**src/rtl/matmul_output_drain_if.sv**
```systemverilog
// Result-RAM read port and result-row output stream of the output drain.
// master = drain side, slave = RAM/consumer side.
interface matmul_output_drain_if #(
    parameter int DWIDTH   = 8,
    parameter int NUM_ROWS = 8,
    parameter int AWIDTH   = 11
) ();
    localparam int RW = (NUM_ROWS > 1) ? $clog2(NUM_ROWS) : 1;

    logic                       ram_en;
    logic [AWIDTH-1:0]          ram_addr;
    logic [NUM_ROWS*DWIDTH-1:0] ram_rdata;
    logic                       out_valid;
    logic                       out_ready;
    logic [NUM_ROWS*DWIDTH-1:0] out_data;
    logic [RW-1:0]              out_row;
    logic                       out_last;

    modport master (
        output ram_en, ram_addr,
        input  ram_rdata,
        output out_valid, out_data, out_row, out_last,
        input  out_ready
    );

    modport slave (
        input  ram_en, ram_addr,
        output ram_rdata,
        input  out_valid, out_data, out_row, out_last,
        output out_ready
    );
endinterface

```
**src/rtl/matmul_output_drain.sv**
```systemverilog
// Drains the enabled rows of a result tile from RAM onto a valid/ready stream.
// Latency start->out_valid 3 cycles; reads are throttled so a 2-entry buffer absorbs any stall.
module matmul_output_drain #(
    parameter int DWIDTH   = 8,
    parameter int NUM_ROWS = 8,
    parameter int AWIDTH   = 11
) (
    input  logic                clk,
    input  logic                resetn,
    input  logic                start,
    input  logic                clear_done,
    input  logic [AWIDTH-1:0]   address_mat_c,
    input  logic [7:0]          address_stride_c,
    input  logic [NUM_ROWS-1:0] validity_mask_c_rows,
    output logic                busy,
    output logic                done,
    matmul_output_drain_if.master bus
);
    localparam int RW = (NUM_ROWS > 1) ? $clog2(NUM_ROWS) : 1;
    localparam int PW = RW + 8;

    typedef enum logic [1:0] {IDLE, READ, FLUSH, DONE} state_t;

    typedef struct packed {
        logic [NUM_ROWS*DWIDTH-1:0] data;
        logic [RW-1:0]              row;
        logic                       last;
    } entry_t;

    state_t              r_state;
    state_t              w_state_nxt;
    logic [AWIDTH-1:0]   r_base;
    logic [7:0]          r_stride;
    logic [NUM_ROWS-1:0] r_pending;
    logic                r_inflight;
    logic [RW-1:0]       r_if_row;
    logic                r_if_last;
    entry_t              r_buf [2];
    logic                r_wr_ptr;
    logic                r_rd_ptr;
    logic [1:0]          r_count;

    logic                w_latch;
    logic                w_rd_en;
    logic                w_pop;
    logic                w_room;
    logic                w_rd_last;
    logic [NUM_ROWS-1:0] w_rd_onehot;
    logic [RW-1:0]       w_rd_row;
    logic [PW-1:0]       w_offset;
    logic [AWIDTH-1:0]   w_addr;
    entry_t              w_head;

    // Lowest still-pending row is the next one to read; rows with mask 0 never enter r_pending.
    always_comb begin
        w_rd_onehot = r_pending & (~r_pending + NUM_ROWS'(1));
        w_rd_row    = '0;
        for (int i = 0; i < NUM_ROWS; i++) begin
            if (w_rd_onehot[i]) begin
                w_rd_row = RW'(i);
            end
        end
        w_rd_last = (r_pending & ~w_rd_onehot) == '0;
        w_offset  = PW'(w_rd_row) * PW'(r_stride);
        w_addr    = r_base + AWIDTH'(w_offset);
        w_head    = r_buf[r_rd_ptr];
        w_pop     = (r_count != 2'd0) && bus.out_ready;
        // Count this cycle's pop so a full pipeline still sustains one row per cycle.
        w_room    = (3'(r_count) + 3'(r_inflight) - 3'(w_pop)) < 3'd2;
    end

    always_ff @(posedge clk or negedge resetn) begin
        if (!resetn) begin
            r_state <= IDLE;
        end else begin
            r_state <= w_state_nxt;
        end
    end

    always_comb begin
        w_state_nxt = r_state;
        w_latch     = 1'b0;
        w_rd_en     = 1'b0;
        unique case (r_state)
            IDLE: begin
                if (start) begin
                    w_latch     = 1'b1;
                    w_state_nxt = (validity_mask_c_rows == '0) ? DONE : READ;
                end
            end
            READ: begin
                if (w_room) begin
                    w_rd_en = 1'b1;
                    if (w_rd_last) begin
                        w_state_nxt = FLUSH;
                    end
                end
            end
            FLUSH: begin
                if (w_pop && w_head.last) begin
                    w_state_nxt = DONE;
                end
            end
            DONE: begin
                if (clear_done) begin
                    w_state_nxt = IDLE;
                end
            end
            default: w_state_nxt = IDLE;
        endcase
    end

    always_ff @(posedge clk or negedge resetn) begin
        if (!resetn) begin
            r_base     <= '0;
            r_stride   <= '0;
            r_pending  <= '0;
            r_inflight <= 1'b0;
            r_if_row   <= '0;
            r_if_last  <= 1'b0;
            r_wr_ptr   <= 1'b0;
            r_rd_ptr   <= 1'b0;
            r_count    <= 2'd0;
            for (int i = 0; i < 2; i++) begin
                r_buf[i] <= '0;
            end
        end else begin
            if (w_latch) begin
                r_base    <= address_mat_c;
                r_stride  <= address_stride_c;
                r_pending <= validity_mask_c_rows;
            end else if (w_rd_en) begin
                r_pending <= r_pending & ~w_rd_onehot;
            end
            r_inflight <= w_rd_en;
            r_if_row   <= w_rd_row;
            r_if_last  <= w_rd_last;
            if (r_inflight) begin
                r_buf[r_wr_ptr] <= '{data: bus.ram_rdata, row: r_if_row, last: r_if_last};
                r_wr_ptr        <= ~r_wr_ptr;
            end
            if (w_pop) begin
                r_rd_ptr <= ~r_rd_ptr;
            end
            r_count <= r_count + 2'(r_inflight) - 2'(w_pop);
        end
    end

    assign bus.ram_en    = w_rd_en;
    assign bus.ram_addr  = w_rd_en ? w_addr : '0;
    assign bus.out_valid = (r_count != 2'd0);
    assign bus.out_data  = w_head.data;
    assign bus.out_row   = w_head.row;
    assign bus.out_last  = w_head.last;
    assign busy          = (r_state != IDLE);
    assign done          = (r_state == DONE);
endmodule

```
**src/flat_wrapper.sv**
```systemverilog
// flat-port wrapper written by rule: the top's interface ports become plain ports
module matmul_output_drain_flat 
#(
    parameter int DWIDTH   = 8,
    parameter int NUM_ROWS = 8,
    parameter int AWIDTH   = 11
)
  (clk, resetn, start, clear_done, address_mat_c, address_stride_c, validity_mask_c_rows, busy, done, bus_ram_en, bus_ram_addr, bus_ram_rdata, bus_out_valid, bus_out_data, bus_out_row, bus_out_last, bus_out_ready);
  matmul_output_drain_if #(.DWIDTH(DWIDTH), .NUM_ROWS(NUM_ROWS), .AWIDTH(AWIDTH)) bus_i ();
  input  logic clk;
  input  logic resetn;
  input  logic start;
  input  logic clear_done;
  input  logic [AWIDTH-1:0] address_mat_c;
  input  logic [7:0] address_stride_c;
  input  logic [NUM_ROWS-1:0] validity_mask_c_rows;
  output logic busy;
  output logic done;
  output wire logic [$bits(bus_i.ram_en)-1:0] bus_ram_en;
  output wire logic [$bits(bus_i.ram_addr)-1:0] bus_ram_addr;
  input wire logic [$bits(bus_i.ram_rdata)-1:0] bus_ram_rdata;
  output wire logic [$bits(bus_i.out_valid)-1:0] bus_out_valid;
  output wire logic [$bits(bus_i.out_data)-1:0] bus_out_data;
  output wire logic [$bits(bus_i.out_row)-1:0] bus_out_row;
  output wire logic [$bits(bus_i.out_last)-1:0] bus_out_last;
  input wire logic [$bits(bus_i.out_ready)-1:0] bus_out_ready;
  assign bus_ram_en = bus_i.ram_en;
  assign bus_ram_addr = bus_i.ram_addr;
  assign bus_i.ram_rdata = bus_ram_rdata;
  assign bus_out_valid = bus_i.out_valid;
  assign bus_out_data = bus_i.out_data;
  assign bus_out_row = bus_i.out_row;
  assign bus_out_last = bus_i.out_last;
  assign bus_i.out_ready = bus_out_ready;
  matmul_output_drain #(.DWIDTH(DWIDTH), .NUM_ROWS(NUM_ROWS), .AWIDTH(AWIDTH)) u_core (.clk(clk), .resetn(resetn), .start(start), .clear_done(clear_done), .address_mat_c(address_mat_c), .address_stride_c(address_stride_c), .validity_mask_c_rows(validity_mask_c_rows), .busy(busy), .done(done), .bus(bus_i));
endmodule
```
**config.mk**
```make
export PLATFORM = sky130hd
export DESIGN_NAME = matmul_output_drain_flat
export DESIGN_NICKNAME = d
export VERILOG_FILES = /design/src/rtl/matmul_output_drain_if.sv /design/src/rtl/matmul_output_drain.sv /design/src/flat_wrapper.sv
export SDC_FILE = /design/constraint.sdc
export NUM_CORES = 1
export LEC_CHECK = 0
export BUFFER_PORTS_ARGS = -buffer_cell sky130_fd_sc_hd__clkbuf_2
export CORE_ASPECT_RATIO = 1.25
export CORE_MARGIN = 3
export CORE_UTILIZATION = 30
export CTS_CLUSTER_DIAMETER = 100
export CTS_CLUSTER_SIZE = 12
export DETAILED_ROUTE_END_ITERATION = 8
export PLACE_DENSITY = 0.6
export SLEW_MARGIN = 20
export SYNTH_ARGS = -nofsm -noshare
export SYNTH_HDL_FRONTEND = slang
export SYNTH_SLANG_ARGS = --single-unit
```
**constraint.sdc**
```tcl
create_clock -name clk -period 10.2 [get_ports clk]
set_input_delay 0.51 -clock clk [delete_from_list [all_inputs] [get_ports clk]]
set_output_delay 0.51 -clock clk [all_outputs]
set_load 0.02 [all_outputs]
```
# Word-level counts from Yosys, hierarchy flattened
# Cells that the tools add are included.
# totals
register_bits,174
latch_bits,0
ramBits,0
mem_bits_ro,0
input_bits,96
elab_cells,80
n_memories,0
# op_classes
n_addsub,6
n_mul,1
n_div,0
order_cmp,4
eq_ne,8
n_shift,0
mux,27
bitwise,8
n_reduce_logical,10
# op_table
cell,count
$mux 68,4
$bwmux 136,1
$demux 68 s1,1
$mux 3,6
$and 8x8->8,2
$logic_not 8->1,2
$mux 8,2
$not 8->8,2
$mux 2,6
$add 11x11->11,1
$mul 3x8->11,1
$mux 11,1
$add 8x1->8 const B,1
$pmux 2 s4,1
$ne 2x1->1 const B,3
$reduce_bool 2->1,3
$mux 1,5
$reduce_and 5->1,1
$eq 2x2->1 const B,2
$ge 2x2->1 const B,2
$ne 2x2->1 const B,2
$not 1->2,2
$add 2x1->3,1
$logic_and 1x1->1,3
other kinds (8),9

# Depth between registers and ports, before layout
# depth
word_depth,13
depth_mapped,16

# Worst setup path before layout
# No wires, ideal clock.
# synth_timing
kind,register to output
from,reg u_core.r_pending[1]
to,out bus_ram_addr[9]
t_arrival_ns,4.188
required_ns,9.690
path_slack_ns,5.502
path_stages_with_launch,15
path_cell_list,dfrtp_1 or4_4 or2_1 nor2_2 o2bb2ai_2 nand2_1 fa_1 inv_1 fa_1 fa_1 a21o_1 a21oi_1 o21ai_0 nand3_1 nor3b_1
# synth_via
elab_chain_cells,13
# synth_rtl
item,line_no,rtl
start: declaration,matmul_output_drain.sv:34,logic [NUM_ROWS-1:0] r_pending;
start signal: assignment,matmul_output_drain.sv:131,r_pending <= validity_mask_c_rows;
start signal: assignment,matmul_output_drain.sv:133,r_pending <= r_pending & ~w_rd_onehot;
$not 8->8,matmul_output_drain.sv:56,w_rd_onehot = r_pending & (~r_pending + NUM_ROWS'(1));
$add 8x1->8,matmul_output_drain.sv:56,
$and 8x8->8 *,matmul_output_drain.sv:56,
$mux 1,matmul_output_drain.sv:59,if (w_rd_onehot[i]) begin
$mux 3 (5 in series),matmul_output_drain.sv:59,
$mux 3 *,matmul_output_drain.sv:59,
via u_core.w_rd_row[0],matmul_output_drain.sv:49,logic [RW-1:0] w_rd_row;
$mul 3x8->11 *,matmul_output_drain.sv:64,w_offset = PW'(w_rd_row) * PW'(r_stride);
$add 11x11->11 *,matmul_output_drain.sv:65,w_addr = r_base + AWIDTH'(w_offset);
$mux 11 *,matmul_output_drain.sv:150,assign bus.ram_addr = w_rd_en ? w_addr : '0;
end: declaration,flat_wrapper.sv:20,output wire logic [$bits(bus_i.ram_addr)-1:0] bus_ram_addr;
# Mark *: on every way through the listed nets, which the timed path passes. The rest lies on a longest branch.

# Final worst setup path
# layout_timing
from,reg u_core.r_pending[4]
to,out bus_ram_addr[7]
# layout_via
elab_chain_cells,10
# layout_rtl
item,line_no
$not 8->8,matmul_output_drain.sv:56
$add 8x1->8,matmul_output_drain.sv:56
$and 8x8->8 *,matmul_output_drain.sv:56
$mux 3 (3 in series),matmul_output_drain.sv:59
$mux 3 *,matmul_output_drain.sv:59
via u_core.w_rd_row[1],matmul_output_drain.sv:49
$mul 3x8->11 *,matmul_output_drain.sv:64
$add 11x11->11 *,matmul_output_drain.sv:65
$mux 11 *,matmul_output_drain.sv:150
# Marks and branches as above.

==> run_summary.xml <==
<?xml version="1.0" encoding="UTF-8"?>
<metrics>
  <group name="clocking">
    <metric name="cts.path.max_buffers" unit="">2</metric>
    <metric name="clk_transition_reported_paths" unit="ns">0.07</metric>
    <metric name="clock_tree_from_tritoncts" unit="">yes</metric>
    <metric name="numCtsBuffers" unit="">17</metric>
    <metric name="htree_num_levels" unit="">4</metric>
    <metric name="postCtsSetupBuffers" unit="">0</metric>
    <metric name="clock_sinks" unit="">174</metric>
    <metric name="clk-insertion-delay-late" unit="ns">0.43</metric>
    <metric name="ctsRootBufferMaster" unit="">sky130_fd_sc_hd__clkbuf_16</metric>
    <metric name="cts.repair.resized" unit="">0</metric>
  </group>
  <group name="layout">
    <metric name="final_design_area_no_fill" unit="sq um">10400</metric>
    <metric name="final_net_count" unit="">986</metric>
    <metric name="finalCoreUtilization" unit="%">37.4</metric>
    <metric name="antennaDiodeCount" unit="">0</metric>
    <metric name="area_delta_synth_final" unit="%">21.3</metric>
    <metric name="most-common-layout-cells" unit="">204 x sky130_fd_sc_hd__mux2_2, 177 x sky130_fd_sc_hd__clkbuf_2, 173 x sky130_fd_sc_hd__dfrtp_1</metric>
    <metric name="mostFrequentLayoutCell" unit="">sky130_fd_sc_hd__mux2_2</metric>
    <metric name="instances_no_fill" unit="">1217</metric>
    <metric name="final_layout_size_suffix_gt1_share" unit="%">49.0</metric>
  </group>
  <group name="placement">
    <metric name="hpwl" unit="mm">13.1</metric>
    <metric name="dp_worst_setup_slack" unit="ns">5.19</metric>
    <metric name="buffer_ports.inserted" unit="">178</metric>
    <metric name="dpl_cell_area" unit="sq um">9850</metric>
    <metric name="gp_congestion" unit="">0.777</metric>
    <metric name="post-place-cells" unit="">1184</metric>
  </group>
  <group name="synth">
    <metric name="netlist.top_cell.by_area" unit="">sky130_fd_sc_hd__dfrtp_1</metric>
    <metric name="synth_largest_type_area_fraction" unit="%">50.7</metric>
    <metric name="instance_count_of_the_mapped_netlist" unit="">682</metric>
    <metric name="yosys_most_used_dff" unit="">sky130_fd_sc_hd__dfrtp_1</metric>
    <metric name="ys_warn_count" unit="">0</metric>
    <metric name="synth_sequential_area_ratio" unit="%">50.7</metric>
    <metric name="synth-edff-count" unit="">0</metric>
    <metric name="asyncSetResetFlopFracSynth" unit="%">100</metric>
    <metric name="synth.ff_latch_count" unit="">174</metric>
    <metric name="synth_area" unit="sq um">8590</metric>
    <metric name="yosys.cell_types.count" unit="">46</metric>
    <metric name="syn_avg_cell_area" unit="sq um">12.6</metric>
    <metric name="synth_area_leaders" unit="">sky130_fd_sc_hd__dfrtp_1 51%, sky130_fd_sc_hd__mux2_2 27%, sky130_fd_sc_hd__fa_1 3.7%, sky130_fd_sc_hd__nand2_1 2.9%, sky130_fd_sc_hd__ha_1 2.9%</metric>
    <metric name="synth_fp_nets" unit="">814</metric>
  </group>
  <group name="sta">
    <metric name="worst_pin_slew" unit="ns">1.07</metric>
    <metric name="timing.setup.tns" unit="ns">0</metric>
    <metric name="timing.final.setup_violations" unit="">0</metric>
    <metric name="finalHoldWorstSlack" unit="ns">0.265</metric>
    <metric name="upper_clock_frequency_limit" unit="GHz">0.184</metric>
    <metric name="finalMaxSlewViolations" unit="">0</metric>
    <metric name="slew-limit-headroom" unit="%">28.8</metric>
    <metric name="rsz0062_at_grt" unit="">no</metric>
    <metric name="final-hold-violation-count" unit="">0</metric>
    <metric name="final.setup.worst_slack" unit="ns">4.78</metric>
    <metric name="finalWorstPathRequiredPeriod" unit="ns">5.42</metric>
    <metric name="worst_clock_skew" unit="ns">0.0118</metric>
    <metric name="final.period_utilization" unit="%">53.2</metric>
  </group>
  <group name="setup_path">
    <metric name="crit_path_end_kind" unit="">output port</metric>
    <metric name="cp_data_arrival_time" unit="ns">4.91</metric>
    <metric name="crit_type" unit="">reg2out</metric>
    <metric name="worstSetupStartpointType" unit="">flop</metric>
    <metric name="critical_path_peak_fanout" unit="">9</metric>
    <metric name="required" unit="ns">9.69</metric>
    <metric name="worst_r2r_path_depth" unit="">15</metric>
  </group>
  <group name="die">
    <metric name="die_footprint" unit="sq um">30700</metric>
    <metric name="initial_core_util" unit="%">30.8</metric>
    <metric name="die_width" unit="um">157</metric>
    <metric name="core.rowCount" unit="">68</metric>
    <metric name="pin_count" unit="">179</metric>
    <metric name="chipHeight" unit="um">195</metric>
    <metric name="core_area" unit="sq um">27900</metric>
  </group>
  <group name="detailed_routing">
    <metric name="met1_length" unit="mm">8.30</metric>
    <metric name="dr_wl_met2" unit="mm">9.57</metric>
    <metric name="wl_per_cell" unit="um">15.6</metric>
    <metric name="drtAntennaViolNets" unit="">0</metric>
    <metric name="route.detailed.drc" unit="">0</metric>
    <metric name="drt_first_pass_iters" unit="">6</metric>
    <metric name="detailroute.wirelength.met3" unit="um">882</metric>
    <metric name="post_drt_via_cell_ratio" unit="">4.63</metric>
    <metric name="totalWireLength" unit="mm">19.0</metric>
    <metric name="detailedRoute.firstIterationViolations" unit="">268</metric>
    <metric name="vias" unit="">5637</metric>
    <metric name="routed.top_layer" unit="">met4</metric>
  </group>
  <group name="global_route">
    <metric name="antenna_found_initial" unit="">0</metric>
    <metric name="grt_pass1_wl" unit="mm">30.9</metric>
    <metric name="first_global_vias" unit="">6031</metric>
    <metric name="grt_start_max_net_pins" unit="">72</metric>
    <metric name="grt_remaining_overflow" unit="">0</metric>
    <metric name="global_route.usage.total" unit="%">12.6</metric>
  </group>
  <group name="outcome">
    <metric name="outcome" unit="">finished clean</metric>
  </group>
  <group name="flow_run">
    <metric name="timing.max_cap.violations" unit="">0</metric>
  </group>
  <group name="power">
    <metric name="power.density_cell_area" unit="nW/um^2">366</metric>
    <metric name="fin_total_pwr" unit="mW">3.82</metric>
    <metric name="power.leakage" unit="nW">4.97</metric>
    <metric name="ir_drop" unit="mV">0.231</metric>
  </group>
  <group name="min_path">
    <metric name="whs_path_depth" unit="">3</metric>
    <metric name="worst_hold_path_type" unit="">in2reg</metric>
  </group>
</metrics>
state kept, by name (all words and copies together), names as in the netlist, 2 cells and up:
name,count
u_core.r_pending,8
u_core.r_if_row,3
u_core.r_stride,8
u_core.r_buf,136
u_core.r_count,2
u_core.r_base,11
u_core.r_state,2
power by group:
group	internal [mW]	leakage, nW	switching, mW
sequential	1.03	2.10	0.240
combinational	0.895	2.61	1.02
clock	0.358	0.265	0.273
worst paths after layout:
check | endpoint | from | slack, ns
max in group asynchronous | u_core.r_buf[109] | resetn | 8.35
worst min register to register | u_core.r_base[0] | u_core.r_base[0] | 0.49
worst min-delay path | u_core.r_base[0] | address_mat_c[0] | 0.27
worst max register to register | u_core.r_pending[7] | u_core.r_count[1] | 6.81
worst max-delay path | bus_ram_addr[7] | u_core.r_pending[4] | 4.78
min in group asynchronous | u_core.r_buf[19] | resetn | 0.58
worst max-delay path, cell delays in order (launching register included):
cell                       delay [ns]
sky130_fd_sc_hd__dfrtp_1         0.42
sky130_fd_sc_hd__or2_2           0.36
sky130_fd_sc_hd__nor2_1          0.12
sky130_fd_sc_hd__nor3_1          0.05
sky130_fd_sc_hd__nor3_1          0.63
sky130_fd_sc_hd__nand2_1         0.17
sky130_fd_sc_hd__fa_1            0.53
sky130_fd_sc_hd__inv_1           0.06
sky130_fd_sc_hd__fa_1            0.51
sky130_fd_sc_hd__fa_1            0.48
sky130_fd_sc_hd__a21o_1          0.19
sky130_fd_sc_hd__a21oi_1         0.29
sky130_fd_sc_hd__o21bai_1        0.10
sky130_fd_sc_hd__a21oi_1         0.18
sky130_fd_sc_hd__mux2i_1         0.20
sky130_fd_sc_hd__clkbuf_2        0.19
area by class of cell:
class                      instances  area, sq um
fill                            2744        17500
timing repair buffer             183          937
clock buffer                      25          485
multi-input combinational        434         3960
clock inverter                     7         78.8
sequential                       174         4360
inverter                          44          165
tap                              350          438
Yosys cell counts, types with 3 or more instances:
master / number
sky130_fd_sc_hd__mux2i_1: 5
sky130_fd_sc_hd__mux2_2: 204
sky130_fd_sc_hd__o21ai_0: 16
sky130_fd_sc_hd__nor2_1: 11
sky130_fd_sc_hd__buf_2: 5
sky130_fd_sc_hd__a21o_1: 6
sky130_fd_sc_hd__nand3_1: 3
sky130_fd_sc_hd__ha_1: 20
sky130_fd_sc_hd__a21oi_1: 10
sky130_fd_sc_hd__nor3_1: 4
sky130_fd_sc_hd__xnor2_1: 5
sky130_fd_sc_hd__clkbuf_1: 16
sky130_fd_sc_hd__and2_1: 27
sky130_fd_sc_hd__nand2b_1: 6
sky130_fd_sc_hd__inv_1: 44
sky130_fd_sc_hd__dfrtp_1: 174
sky130_fd_sc_hd__nand2_1: 67
sky130_fd_sc_hd__nor4_1: 3
sky130_fd_sc_hd__fa_1: 16
sky130_fd_sc_hd__buf_1: 8
timing repair:
action                     4_1_cts  5_1_grt
setup endpoints to repair        0        0
hold buffers                     1        0
hold endpoints to repair         2        0
logic make-up (layout without fill, tap and decap cells):
| logic type | after synthesis | after routing | synth area share (%) |
|---|---|---|---|
| adders and majority gates | 37 | 37 | 6.76 |
| and+or+nand+nor | 129 | 129 | 7.11 |
| buffers and inverters | 74 | 259 | 3.39 |
| xor gates and xnor gates | 7 | 7 | 0.713 |
| DFF | 174 | 174 | 50.7 |
| AOI/OAI and AO/OA | 52 | 52 | 4.05 |
| muxes | 209 | 209 | 27.3 |
per-layer routing:
layer / vias up / global-route usage, %
met3: 17 / 3.08
met4: 0 / 4.47
li1: 2681 / -
met2: 135 / 21.7
met1: 2804 / 15.2
met5: - / 0
(Power assumes the default switching activity.)
